`config.mk`:
```
export PLATFORM = sky130hd
export DESIGN_NAME = alu_issue_flat
export DESIGN_NICKNAME = d
export VERILOG_FILES = /design/src/rtl/alu_issue_if.sv /design/src/rtl/alu_issue.sv /design/src/flat_wrapper.sv
export SDC_FILE = /design/constraint.sdc
export NUM_CORES = 1
export LEC_CHECK = 0
export BUFFER_PORTS_ARGS = -buffer_cell sky130_fd_sc_hd__buf_2
export CAP_MARGIN = 20
export CORE_ASPECT_RATIO = 0.7
export CORE_MARGIN = 4
export CORE_UTILIZATION = 48
export CTS_CLUSTER_DIAMETER = 80
export DETAILED_ROUTE_END_ITERATION = 10
export GPL_ROUTABILITY_DRIVEN = 0
export MAX_ROUTING_LAYER = met4
export PLACE_DENSITY = 0.93
export SYNTH_ARGS = -nofsm -noshare
export SYNTH_HDL_FRONTEND = slang
export SYNTH_SLANG_ARGS = --single-unit
```
`constraint.sdc`:
```
create_clock -name clk -period 6.1 [get_ports clk]
set_clock_uncertainty 0.1 [all_clocks]
set_input_delay 1.525 -clock clk [delete_from_list [all_inputs] [get_ports clk]]
set_output_delay 1.525 -clock clk [all_outputs]
set_load 0.01 [all_outputs]
```
`src/rtl/alu_issue_if.sv`:
```
`default_nettype none
// ============================================================================
// Module      : alu_issue_if
// Description : Instruction fetch, register-file read, ALU issue and result
//               return signals for the alu_issue stage.
// Revision    : 1.0 - initial release
// ============================================================================
interface alu_issue_if;
    logic        in_valid;
    logic        in_ready;
    logic [31:0] instr;
    logic [3:0]  rf_addr1;
    logic [3:0]  rf_addr2;
    logic [31:0] rf_data1;
    logic [31:0] rf_data2;
    logic        out_valid;
    logic        out_ready;
    logic [31:0] a;
    logic [31:0] b;
    logic [4:0]  alu_control;
    logic [3:0]  rd;
    logic        wb_en;
    logic        is_cmp;
    logic        res_valid;
    logic        res_cmp;
    logic [31:0] result;
    logic        flags_e;
    logic        flags_gt;
    logic        illegal;
    logic [15:0] issue_count;

    // Issue stage side
    modport slave (
        input  in_valid, instr, rf_data1, rf_data2, out_ready,
               res_valid, res_cmp, result,
        output in_ready, rf_addr1, rf_addr2, out_valid, a, b, alu_control,
               rd, wb_en, is_cmp, flags_e, flags_gt, illegal, issue_count
    );

    // Surrounding pipeline side
    modport master (
        output in_valid, instr, rf_data1, rf_data2, out_ready,
               res_valid, res_cmp, result,
        input  in_ready, rf_addr1, rf_addr2, out_valid, a, b, alu_control,
               rd, wb_en, is_cmp, flags_e, flags_gt, illegal, issue_count
    );
endinterface
`default_nettype wire

```
`src/rtl/alu_issue.sv`:
```
`default_nettype none
// ============================================================================
// Module      : alu_issue
// Description : Decodes one instruction per cycle, forms ALU operands and
//               holds the issued op in a single-entry output register.
// Revision    : 1.0 - initial release
// ============================================================================
module alu_issue #(
    parameter logic [4:0] ILL_CODE = 5'b11111
) (
    input  wire logic  clk,
    input  wire logic  rst,
    alu_issue_if.slave bus
);

    typedef enum logic [0:0] {
        S_EMPTY = 1'b0,
        S_FULL  = 1'b1
    } state_t;

    localparam logic [4:0] c_OP_CMP = 5'd5;
    localparam logic [4:0] c_OP_NOT = 5'd8;
    localparam logic [4:0] c_OP_MOV = 5'd9;
    localparam logic [4:0] c_OP_LSL = 5'd10;
    localparam logic [4:0] c_OP_LSR = 5'd11;
    localparam logic [4:0] c_OP_ASR = 5'd12;
    localparam logic [4:0] c_OP_NOP = 5'd13;
    localparam logic [4:0] c_OP_LD  = 5'd14;
    localparam logic [4:0] c_OP_ST  = 5'd15;
    localparam logic [4:0] c_OP_RET = 5'd20;

    // Instruction fields
    logic [4:0]  w_opcode;
    logic        w_imm_sel;
    logic [3:0]  w_rd;
    logic [17:0] w_imm;
    logic [1:0]  w_mod;
    logic [31:0] w_imm_ext;
    logic [31:0] w_op2;
    logic        w_bad_mod;

    // Decoded op
    logic        w_issue;
    logic        w_illegal;
    logic [4:0]  w_ctrl;
    logic [31:0] w_a;
    logic [31:0] w_b;
    logic        w_wb;
    logic        w_cmp;

    logic        w_accept;
    logic        w_load;

    state_t      r_state;
    logic [31:0] r_a;
    logic [31:0] r_b;
    logic [4:0]  r_ctrl;
    logic [3:0]  r_rd;
    logic        r_wb;
    logic        r_cmp;
    logic        r_flags_e;
    logic        r_flags_gt;
    logic        r_illegal;
    logic [15:0] r_count;

    assign w_opcode  = bus.instr[31:27];
    assign w_imm_sel = bus.instr[26];
    assign w_rd      = bus.instr[25:22];
    assign w_imm     = bus.instr[17:0];
    assign w_mod     = w_imm[17:16];
    assign w_bad_mod = w_imm_sel && (w_mod == 2'b11);

    assign bus.rf_addr1 = bus.instr[21:18];
    assign bus.rf_addr2 = bus.instr[17:14];

    always_comb begin
        w_imm_ext = 32'h0;
        case (w_mod)
            2'b00:   w_imm_ext = {{16{w_imm[15]}}, w_imm[15:0]};
            2'b01:   w_imm_ext = {16'h0, w_imm[15:0]};
            2'b10:   w_imm_ext = {w_imm[15:0], 16'h0};
            default: w_imm_ext = 32'h0;
        endcase
    end

    assign w_op2 = w_imm_sel ? w_imm_ext : bus.rf_data2;

    // Opcodes 13 and 16..20 fall through with neither issue nor illegal set,
    // so they are consumed silently.
    always_comb begin
        w_issue   = 1'b0;
        w_illegal = 1'b0;
        w_ctrl    = ILL_CODE;
        w_a       = 32'h0;
        w_b       = w_op2;
        w_wb      = 1'b0;
        w_cmp     = 1'b0;
        if (w_bad_mod || (w_opcode > c_OP_RET)) begin
            w_illegal = 1'b1;
        end else if (w_opcode <= 5'd7) begin
            w_issue = 1'b1;
            w_ctrl  = w_opcode;
            w_a     = bus.rf_data1;
            w_wb    = (w_opcode != c_OP_CMP);
            w_cmp   = (w_opcode == c_OP_CMP);
        end else begin
            case (w_opcode)
                c_OP_NOT: begin
                    w_issue = 1'b1;
                    w_ctrl  = 5'd8;
                    w_a     = w_op2;
                    w_b     = 32'h0;
                    w_wb    = 1'b1;
                end
                c_OP_MOV: begin
                    w_issue = 1'b1;
                    w_ctrl  = 5'd0;
                    w_wb    = 1'b1;
                end
                c_OP_LSL, c_OP_LSR, c_OP_ASR: begin
                    w_issue = 1'b1;
                    w_ctrl  = w_opcode - 5'd1;
                    w_a     = bus.rf_data1;
                    w_wb    = 1'b1;
                end
                c_OP_LD, c_OP_ST: begin
                    w_issue = 1'b1;
                    w_ctrl  = 5'd0;
                    w_a     = bus.rf_data1;
                    w_wb    = (w_opcode == c_OP_LD);
                end
                c_OP_NOP: w_issue = 1'b0;
                default:  w_issue = 1'b0;
            endcase
        end
    end

    assign bus.in_ready = (r_state == S_EMPTY) || bus.out_ready;
    assign w_accept     = bus.in_valid && bus.in_ready;
    assign w_load       = w_accept && w_issue;

    always_ff @(posedge clk) begin
        if (rst) begin
            r_state    <= S_EMPTY;
            r_a        <= 32'h0;
            r_b        <= 32'h0;
            r_ctrl     <= ILL_CODE;
            r_rd       <= 4'h0;
            r_wb       <= 1'b0;
            r_cmp      <= 1'b0;
            r_flags_e  <= 1'b0;
            r_flags_gt <= 1'b0;
            r_illegal  <= 1'b0;
            r_count    <= 16'h0;
        end else begin
            r_illegal <= w_accept && w_illegal;

            if (bus.res_valid && bus.res_cmp) begin
                r_flags_e  <= (bus.result == 32'd0);
                r_flags_gt <= (bus.result == 32'd1);
            end

            if (w_load) begin
                r_count <= r_count + 16'd1;
            end

            case (r_state)
                S_EMPTY: begin
                    if (w_load) begin
                        r_state <= S_FULL;
                        r_a     <= w_a;
                        r_b     <= w_b;
                        r_ctrl  <= w_ctrl;
                        r_rd    <= w_rd;
                        r_wb    <= w_wb;
                        r_cmp   <= w_cmp;
                    end
                end
                S_FULL: begin
                    // Without out_ready the held op stays frozen.
                    if (bus.out_ready) begin
                        if (w_load) begin
                            r_a    <= w_a;
                            r_b    <= w_b;
                            r_ctrl <= w_ctrl;
                            r_rd   <= w_rd;
                            r_wb   <= w_wb;
                            r_cmp  <= w_cmp;
                        end else begin
                            r_state <= S_EMPTY;
                            r_a     <= 32'h0;
                            r_b     <= 32'h0;
                            r_ctrl  <= ILL_CODE;
                            r_rd    <= 4'h0;
                            r_wb    <= 1'b0;
                            r_cmp   <= 1'b0;
                        end
                    end
                end
                default: r_state <= S_EMPTY;
            endcase
        end
    end

    assign bus.out_valid   = (r_state == S_FULL);
    assign bus.a           = r_a;
    assign bus.b           = r_b;
    assign bus.alu_control = r_ctrl;
    assign bus.rd          = r_rd;
    assign bus.wb_en       = r_wb;
    assign bus.is_cmp      = r_cmp;
    assign bus.flags_e     = r_flags_e;
    assign bus.flags_gt    = r_flags_gt;
    assign bus.illegal     = r_illegal;
    assign bus.issue_count = r_count;

endmodule
`default_nettype wire
```
`src/flat_wrapper.sv`:
```
// flat-port wrapper written by rule: the top's interface ports become plain ports
module alu_issue_flat 
#(
    parameter logic [4:0] ILL_CODE = 5'b11111
)
  (clk, rst, bus_in_valid, bus_instr, bus_rf_data1, bus_rf_data2, bus_out_ready, bus_res_valid, bus_res_cmp, bus_result, bus_in_ready, bus_rf_addr1, bus_rf_addr2, bus_out_valid, bus_a, bus_b, bus_alu_control, bus_rd, bus_wb_en, bus_is_cmp, bus_flags_e, bus_flags_gt, bus_illegal, bus_issue_count);
  alu_issue_if bus_i ();
  input  wire logic clk;
  input  wire logic rst;
  input wire logic [$bits(bus_i.in_valid)-1:0] bus_in_valid;
  input wire logic [$bits(bus_i.instr)-1:0] bus_instr;
  input wire logic [$bits(bus_i.rf_data1)-1:0] bus_rf_data1;
  input wire logic [$bits(bus_i.rf_data2)-1:0] bus_rf_data2;
  input wire logic [$bits(bus_i.out_ready)-1:0] bus_out_ready;
  input wire logic [$bits(bus_i.res_valid)-1:0] bus_res_valid;
  input wire logic [$bits(bus_i.res_cmp)-1:0] bus_res_cmp;
  input wire logic [$bits(bus_i.result)-1:0] bus_result;
  output wire logic [$bits(bus_i.in_ready)-1:0] bus_in_ready;
  output wire logic [$bits(bus_i.rf_addr1)-1:0] bus_rf_addr1;
  output wire logic [$bits(bus_i.rf_addr2)-1:0] bus_rf_addr2;
  output wire logic [$bits(bus_i.out_valid)-1:0] bus_out_valid;
  output wire logic [$bits(bus_i.a)-1:0] bus_a;
  output wire logic [$bits(bus_i.b)-1:0] bus_b;
  output wire logic [$bits(bus_i.alu_control)-1:0] bus_alu_control;
  output wire logic [$bits(bus_i.rd)-1:0] bus_rd;
  output wire logic [$bits(bus_i.wb_en)-1:0] bus_wb_en;
  output wire logic [$bits(bus_i.is_cmp)-1:0] bus_is_cmp;
  output wire logic [$bits(bus_i.flags_e)-1:0] bus_flags_e;
  output wire logic [$bits(bus_i.flags_gt)-1:0] bus_flags_gt;
  output wire logic [$bits(bus_i.illegal)-1:0] bus_illegal;
  output wire logic [$bits(bus_i.issue_count)-1:0] bus_issue_count;
  assign bus_i.in_valid = bus_in_valid;
  assign bus_i.instr = bus_instr;
  assign bus_i.rf_data1 = bus_rf_data1;
  assign bus_i.rf_data2 = bus_rf_data2;
  assign bus_i.out_ready = bus_out_ready;
  assign bus_i.res_valid = bus_res_valid;
  assign bus_i.res_cmp = bus_res_cmp;
  assign bus_i.result = bus_result;
  assign bus_in_ready = bus_i.in_ready;
  assign bus_rf_addr1 = bus_i.rf_addr1;
  assign bus_rf_addr2 = bus_i.rf_addr2;
  assign bus_out_valid = bus_i.out_valid;
  assign bus_a = bus_i.a;
  assign bus_b = bus_i.b;
  assign bus_alu_control = bus_i.alu_control;
  assign bus_rd = bus_i.rd;
  assign bus_wb_en = bus_i.wb_en;
  assign bus_is_cmp = bus_i.is_cmp;
  assign bus_flags_e = bus_i.flags_e;
  assign bus_flags_gt = bus_i.flags_gt;
  assign bus_illegal = bus_i.illegal;
  assign bus_issue_count = bus_i.issue_count;
  alu_issue #(.ILL_CODE(ILL_CODE)) u_core (.clk(clk), .rst(rst), .bus(bus_i));
endmodule
```
==> Yosys cells after proc, flatten, opt, wreduce, memory -nomap -nowiden <==
Index checks and enable logic that the tools add are counted.
{ "classes": {"n_eq_ne": 15, "bitwise_logic": 1, "magnitude_cmp": 2, "add_sub_neg": 2, "mux": 47, "n_reduce_logical": 16} }
{ "op_table": {"columns": ["operator", "n"], "rows": [
  ["2-to-1 mux 32 bit", 12],
  ["case mux 32 bit (2 select lines)", 3],
  ["case mux 32 bit (3 select lines)", 1],
  ["equality test 5 x 4 -> 1 bit (second input constant)", 7],
  ["equality test 32 x 1 -> 1 bit (second input constant)", 1],
  ["zero test 32 bit", 1],
  ["2-to-1 mux 5 bit", 5],
  ["adder 16 x 1 -> 16 bit (second input constant)", 1],
  ["2-to-1 mux 1 bit", 16],
  ["case mux 5 bit (3 select lines)", 1],
  ["2-to-1 mux 4 bit", 3],
  ["case mux 5 bit (2 select lines)", 1],
  ["OR reduction 5 bit", 2],
  ["case mux 1 bit (2 select lines)", 4],
  ["case mux 4 bit (2 select lines)", 1],
  ["OR reduction 7 bit", 1],
  ["OR reduction 3 bit", 2],
  ["equality test 5 x 3 -> 1 bit (second input constant)", 1],
  ["> comparator 5 bit (second input constant)", 1],
  ["<= comparator 5 x 3 -> 1 bit (second input constant)", 1],
  ["logical AND 1 bit", 5],
  ["!= test 5 x 3 -> 1 bit (second input constant)", 1],
  ["subtractor 5 x 1 -> 5 bit (second input constant)", 1],
  ["equality test 2 bit (second input constant)", 2],
  ["other kinds (8)", 9]
]} }
{ "totals": {"output_inout_bits": 104, "regBits": 95, "input_bits": 134, "elab_cells": 94} }

==> Logic depth before layout (Yosys ltp) <==
{ "logic_depth": {"word_depth": 9, "mapped_depth": 9, "ltp_nobuf": 7} }

==> Worst setup path before layout <==
OpenSTA, ideal clock, no wires.
{ "synth_path": {"path_kind": "input port to flip-flop", "start": "in bus_instr[27]", "end": "reg u_core.r_count[11], in the netlist u_core.bus.issue_count[11]", "slack_ps": 2593, "path_buffers": 1, "arrival_time_ps": 3286, "required_ps": 5879, "setup_time_ps": 121, "cell_stages": 8, "path_cell_list": "inv_1 ha_1 nor3_1 o32a_1 a211o_1 buf_6 nor4_1 mux2_2"} }
{ "synth_via": {"elab_chain_len": 6, "word_cells_on_any_way": 15, "cone_classes": "order compare: 2; eq/ne: 7; mux: 3; reduce/logical: 3"} }
{ "synth_rtl": {"columns": ["item", "line_no", "source"], "rows": [
  ["from (decl)", "flat_wrapper.sv:11", "input wire logic [$bits(bus_i.instr)-1:0] bus_instr;"],
  ["equality test 5 x 4 -> 1 bit", "alu_issue.sv:107", "case (w_opcode)"],
  ["OR reduction 7 bit (no source line)", null, null],
  ["2-to-1 mux 1 bit", "alu_issue.sv:107", null],
  ["2-to-1 mux 1 bit", "alu_issue.sv:100", "end else if (w_opcode <= 5'd7) begin"],
  ["2-to-1 mux 1 bit *", "alu_issue.sv:98", "if (w_bad_mod || (w_opcode > c_OP_RET)) begin"],
  ["logical AND 1 bit *", "alu_issue.sv:140", "assign w_load = w_accept && w_issue;"],
  ["to (signal assigned)", "alu_issue.sv:164", "r_count <= r_count + 16'd1;"],
  ["to (decl)", "alu_issue.sv:64", "logic [15:0] r_count;"]
]} }
Every way passes the cells marked *; elsewhere a longest branch is shown, timed or not.
A chain may end at the register's enable or synchronous reset.

==> Final worst setup path <==
{ "layout_path": {"start": "in bus_instr[27]", "end": "reg u_core.r_rd[0], in the netlist u_core.bus.rd[0]"} }
{ "layout_via": {"elab_chain_len": 9, "word_cells_on_any_way": 20, "cone_classes": "order compare: 2; eq/ne: 8; mux: 6; reduce/logical: 4"} }
{ "layout_rtl": {"columns": ["item", "line_no", "source"], "rows": [
  ["equality test 5 x 4 -> 1 bit", "alu_issue.sv:107", null],
  ["OR reduction 7 bit (no source line)", null, null],
  ["2-to-1 mux 1 bit", "alu_issue.sv:107", null],
  ["2-to-1 mux 1 bit", "alu_issue.sv:100", null],
  ["2-to-1 mux 1 bit *", "alu_issue.sv:98", null],
  ["logical AND 1 bit *", "alu_issue.sv:140", null],
  ["2-to-1 mux 4 bit", "alu_issue.sv:182", "if (w_load) begin"],
  ["2-to-1 mux 4 bit", "alu_issue.sv:181", "if (bus.out_ready) begin"],
  ["case mux 4 bit (2 select lines)", "alu_issue.sv:167", "case (r_state)"],
  ["to (signal assigned)", "alu_issue.sv:174", "r_rd <= w_rd;"],
  ["to (signal assigned)", "alu_issue.sv:186", "r_rd <= w_rd;"],
  ["to (decl)", "alu_issue.sv:58", "logic [3:0] r_rd;"]
]} }
Every way passes the cells marked *; elsewhere a longest branch is shown, timed or not. The select of a mux whose other input is x is not followed.

==> results.py <==
metrics = {
    "layout": {
        "fin_area_sq_mm": 0.005688,
        "fin_nets": 793,
        "final_cells": 781,
        "final_core_util_pct": 66.54,
        "final_common_cell": "buf_2",
        "final_cell_mix": "buf_2, dfxtp_1, o2bb2ai_1",
        "fillers": 710,
        "layout-drive-gt1-share_pct": 39.15,
        "area_growth_syn_to_layout_pct": 33.43,
    },
    "route": {
        "viasPerCell": 6.070,
        "firstDrtPassIters": 5,
        "wl_um": 15460,
        "ant_nets": 0,
        "route.detailed.drc": 0,
        "vias": 4741,
        "post_drt_wl_per_cell_um": 19.80,
        "initialDrtViolationCount": 485,
    },
    "timing": {
        "period_share_pct": 69.05,
        "fmax_mhz": 237.4,
        "rsz0062_at_grt": "false",
        "finalSetupTns_ns": 0,
        "maxSlewHeadroom_pct": 26.83,
        "maxSlewViolCount": 0,
        "finalSetupViolCount": 0,
        "hold_viol": 0,
        "hold_ws_ns": 0.3562,
        "fin_crit_ns": 4.212,
        "tightest_slew_ns": 1.093,
        "worst_slack_ns": 1.888,
    },
    "global_route": {
        "grt_first_pass_wirelength_um": 22900,
        "grt_pass1_vias": 4449,
        "track_usage_pct": 28.72,
        "antenna_found_initial": 2,
        "grt_max_degree": 71,
        "grt.overflow.total": 0,
    },
    "clock_tree": {
        "cts_root_buffer": "clkbuf_16",
        "clk_pin_slew_worst_paths_ns": 0.06,
        "cts_sinks": 95,
        "post_cts.repair.setup_buffers": 0,
        "clock_latency_ns": 0.34,
        "tritoncts": "built",
        "numCtsBuffers": 9,
        "htreeDepth": 3,
        "cts.repair.resized": 0,
        "cts.path.max_buffers": 2,
        "cts_hold_buf": 0,
    },
    "placement": {
        "placed_cell_area_sq_mm": 0.005376,
        "dpl_worst_slack_ns": 1.585,
        "hpwlAfterDp_um": 11560,
        "port_buffers": 229,
        "dp.cells": 763,
    },
    "min_path": {
        "holdCritPathClass": "reg2reg",
        "hold_depth": 1,
        "min_from": "u_core.bus.b[0]",
        "min_to": "u_core.bus.b[0]",
    },
    "pwr": {
        "swShare_pct": 26.00,
        "clkPwrFrac_pct": 40.4,
        "p_leak_nw": 2.481,
        "p_seq_share_pct": 45.7,
        "pwr-share-comb_pct": 13.9,
        "p_switching_mw": 0.3679,
        "total_power_mw": 1.415,
        "ir_drop_v": 0.0002159,
        "internal-power_mw": 1.047,
        "power_density_mw_per_mm2": 248.7,
    },
    "flow_run": {
        "maxCapViolCount": 0,
    },
    "logic_synthesis": {
        "yosysWarnings": 0,
        "syn_area_per_cell_sq_um": 9.369,
        "synth-seq-area-share_pct": 44.61,
        "syn_nets": 594,
        "synth_cell_type_count": 46,
        "synth_edf_count": 0,
        "ys_ff_latch": 95,
        "synth.cell_area_sq_mm": 0.004263,
        "syn-instance-count": 455,
        "async_flop_share_pct": 0,
        "synth_ff_type": "dfxtp_1",
    },
    "floorplan": {
        "fp.dieArea_sq_mm": 0.01048,
        "start_util_pct": 49.87,
        "io_pins": 238,
        "core.rowCount": 28,
        "core_sq_mm": 0.008548,
        "die_w_um": 120.6,
        "die_h_um": 86.85,
    },
    "worst_setup_path": {
        "r2r_setup_slack_ns": 3.35,
        "critPathKind": "in2reg",
        "start_kind": "primary input",
        "worst_r2r_path_depth": 6,
        "end_kind": "flop",
        "reg2reg_to": "u_core.bus.rd[0]",
        "r2r_start": "u_core.bus.out_valid",
        "worstPathRequired_ns": 6.28,
        "cp.arrival_ns": 4.39,
        "crit_path_max_fanout": 70,
    },
    "status": {
        "outcome": "complete, no violations",
    },
}
-- per-layer routing --
metal	global-route usage, %	wire [um]	vias up
met4	11.93	492	0
met1	36.18	6263	2218
met5	-	0	-
met3	8.350	1657	46
li1	-	-	2155
met2	43.49	7050	322
-- worst max-delay path, stage by stage --
cell and delay [ns]:
buf_2 0.15, inv_1 0.08, ha_1 0.24, and2_1 0.17
o31ai_1 0.39, a211o_1 0.75, o21a_2 0.21, buf_4 0.58
a22o_1 0.26
-- registers in the layout, indices dropped and copies added, names as in the netlist --
signal / flops
u_core.bus.wb_en: 1
u_core.bus.illegal: 1
u_core.bus.rd: 4
u_core.bus.is_cmp: 1
u_core.bus.a: 32
u_core.bus.alu_control: 5
u_core.bus.issue_count: 16
u_core.bus.flags_gt: 1
u_core.bus.out_valid: 1
u_core.bus.b: 32
u_core.bus.flags_e: 1
-- power groups by stage --
| stage | Clock [mW] | Combinational (mW) | Sequential, mW |
|---|---|---|---|
| after floorplan | 0 | 0.0988 | 0.666 |
| after global placement | 0 | 0.186 | 0.660 |
| after detailed placement | 0 | 0.192 | 0.659 |
| after CTS | 0.577 | 0.193 | 0.646 |
| after global routing | 0.611 | 0.210 | 0.648 |
| final | 0.571 | 0.197 | 0.647 |
-- cells by family after synthesis --
logic type,synth area share (%)
buffers and inverters,5.900
adders and majority gates,1.468
AOI/OAI and AO/OA,34.28
and+or+nand+nor,12.56
muxes,0.7631
xor gates and xnor gates,0.4110
DFF,44.61
-- area by class of cell --
class / count / area (sq um) / area share, %
Antenna cell: 2 / 5.005 / 0.08799
Clock buffer: 10 / 239.0 / 4.201
Clock inverter: 6 / 67.56 / 1.188
Inverter: 9 / 33.78 / 0.5939
Multi-Input combinational cell: 307 / 2122 / 37.31
Sequential cell: 95 / 1902 / 33.44
Tap cell: 120 / 150.1 / 2.640
Timing Repair Buffer: 232 / 1169 / 20.55
-- cells in the mapped netlist, types with 2 or more instances --
cell type	number	area share, %
a21oi_1	51	6.0
a22o_1	19	3.9
a22oi_1	31	5.5
a2bb2oi_1	3	0.62
buf_2	6	0.70
buf_4	10	1.8
clkbuf_1	27	2.4
dfxtp_1	95	45
ha_1	5	1.5
inv_1	9	0.79
mux2_2	2	0.53
nand2_1	10	0.88
nand2b_1	4	0.59
nand3_1	9	1.1
nand4_1	4	0.59
nor2_1	28	2.5
nor2b_1	8	1.2
nor3_1	5	0.59
nor4_1	9	1.3
o21a_1	2	0.35
o21ai_0	5	0.59
o22a_1	2	0.41
o2bb2ai_1	65	13
o31ai_1	10	1.8
or2_2	3	0.44
or3_1	3	0.44
or4_1	10	1.8
xnor2_1	2	0.41
-- worst max-delay path by stage --
stage             startpoint                    endpoint  slack, ns
2_1_floorplan  bus_instr[27]  u_core.bus.issue_count[11]       2.59
3_3_place_gp   bus_instr[27]            u_core.bus.b[16]       1.81
3_5_place_dp   bus_instr[27]            u_core.bus.b[24]       1.58
4_1_cts        bus_instr[27]            u_core.bus.b[24]       1.94
5_1_grt        bus_instr[27]            u_core.bus.b[24]       1.67
6_report       bus_instr[27]            u_core.bus.rd[0]       1.89
No activity file was read; power rests on OpenSTA's default activity.
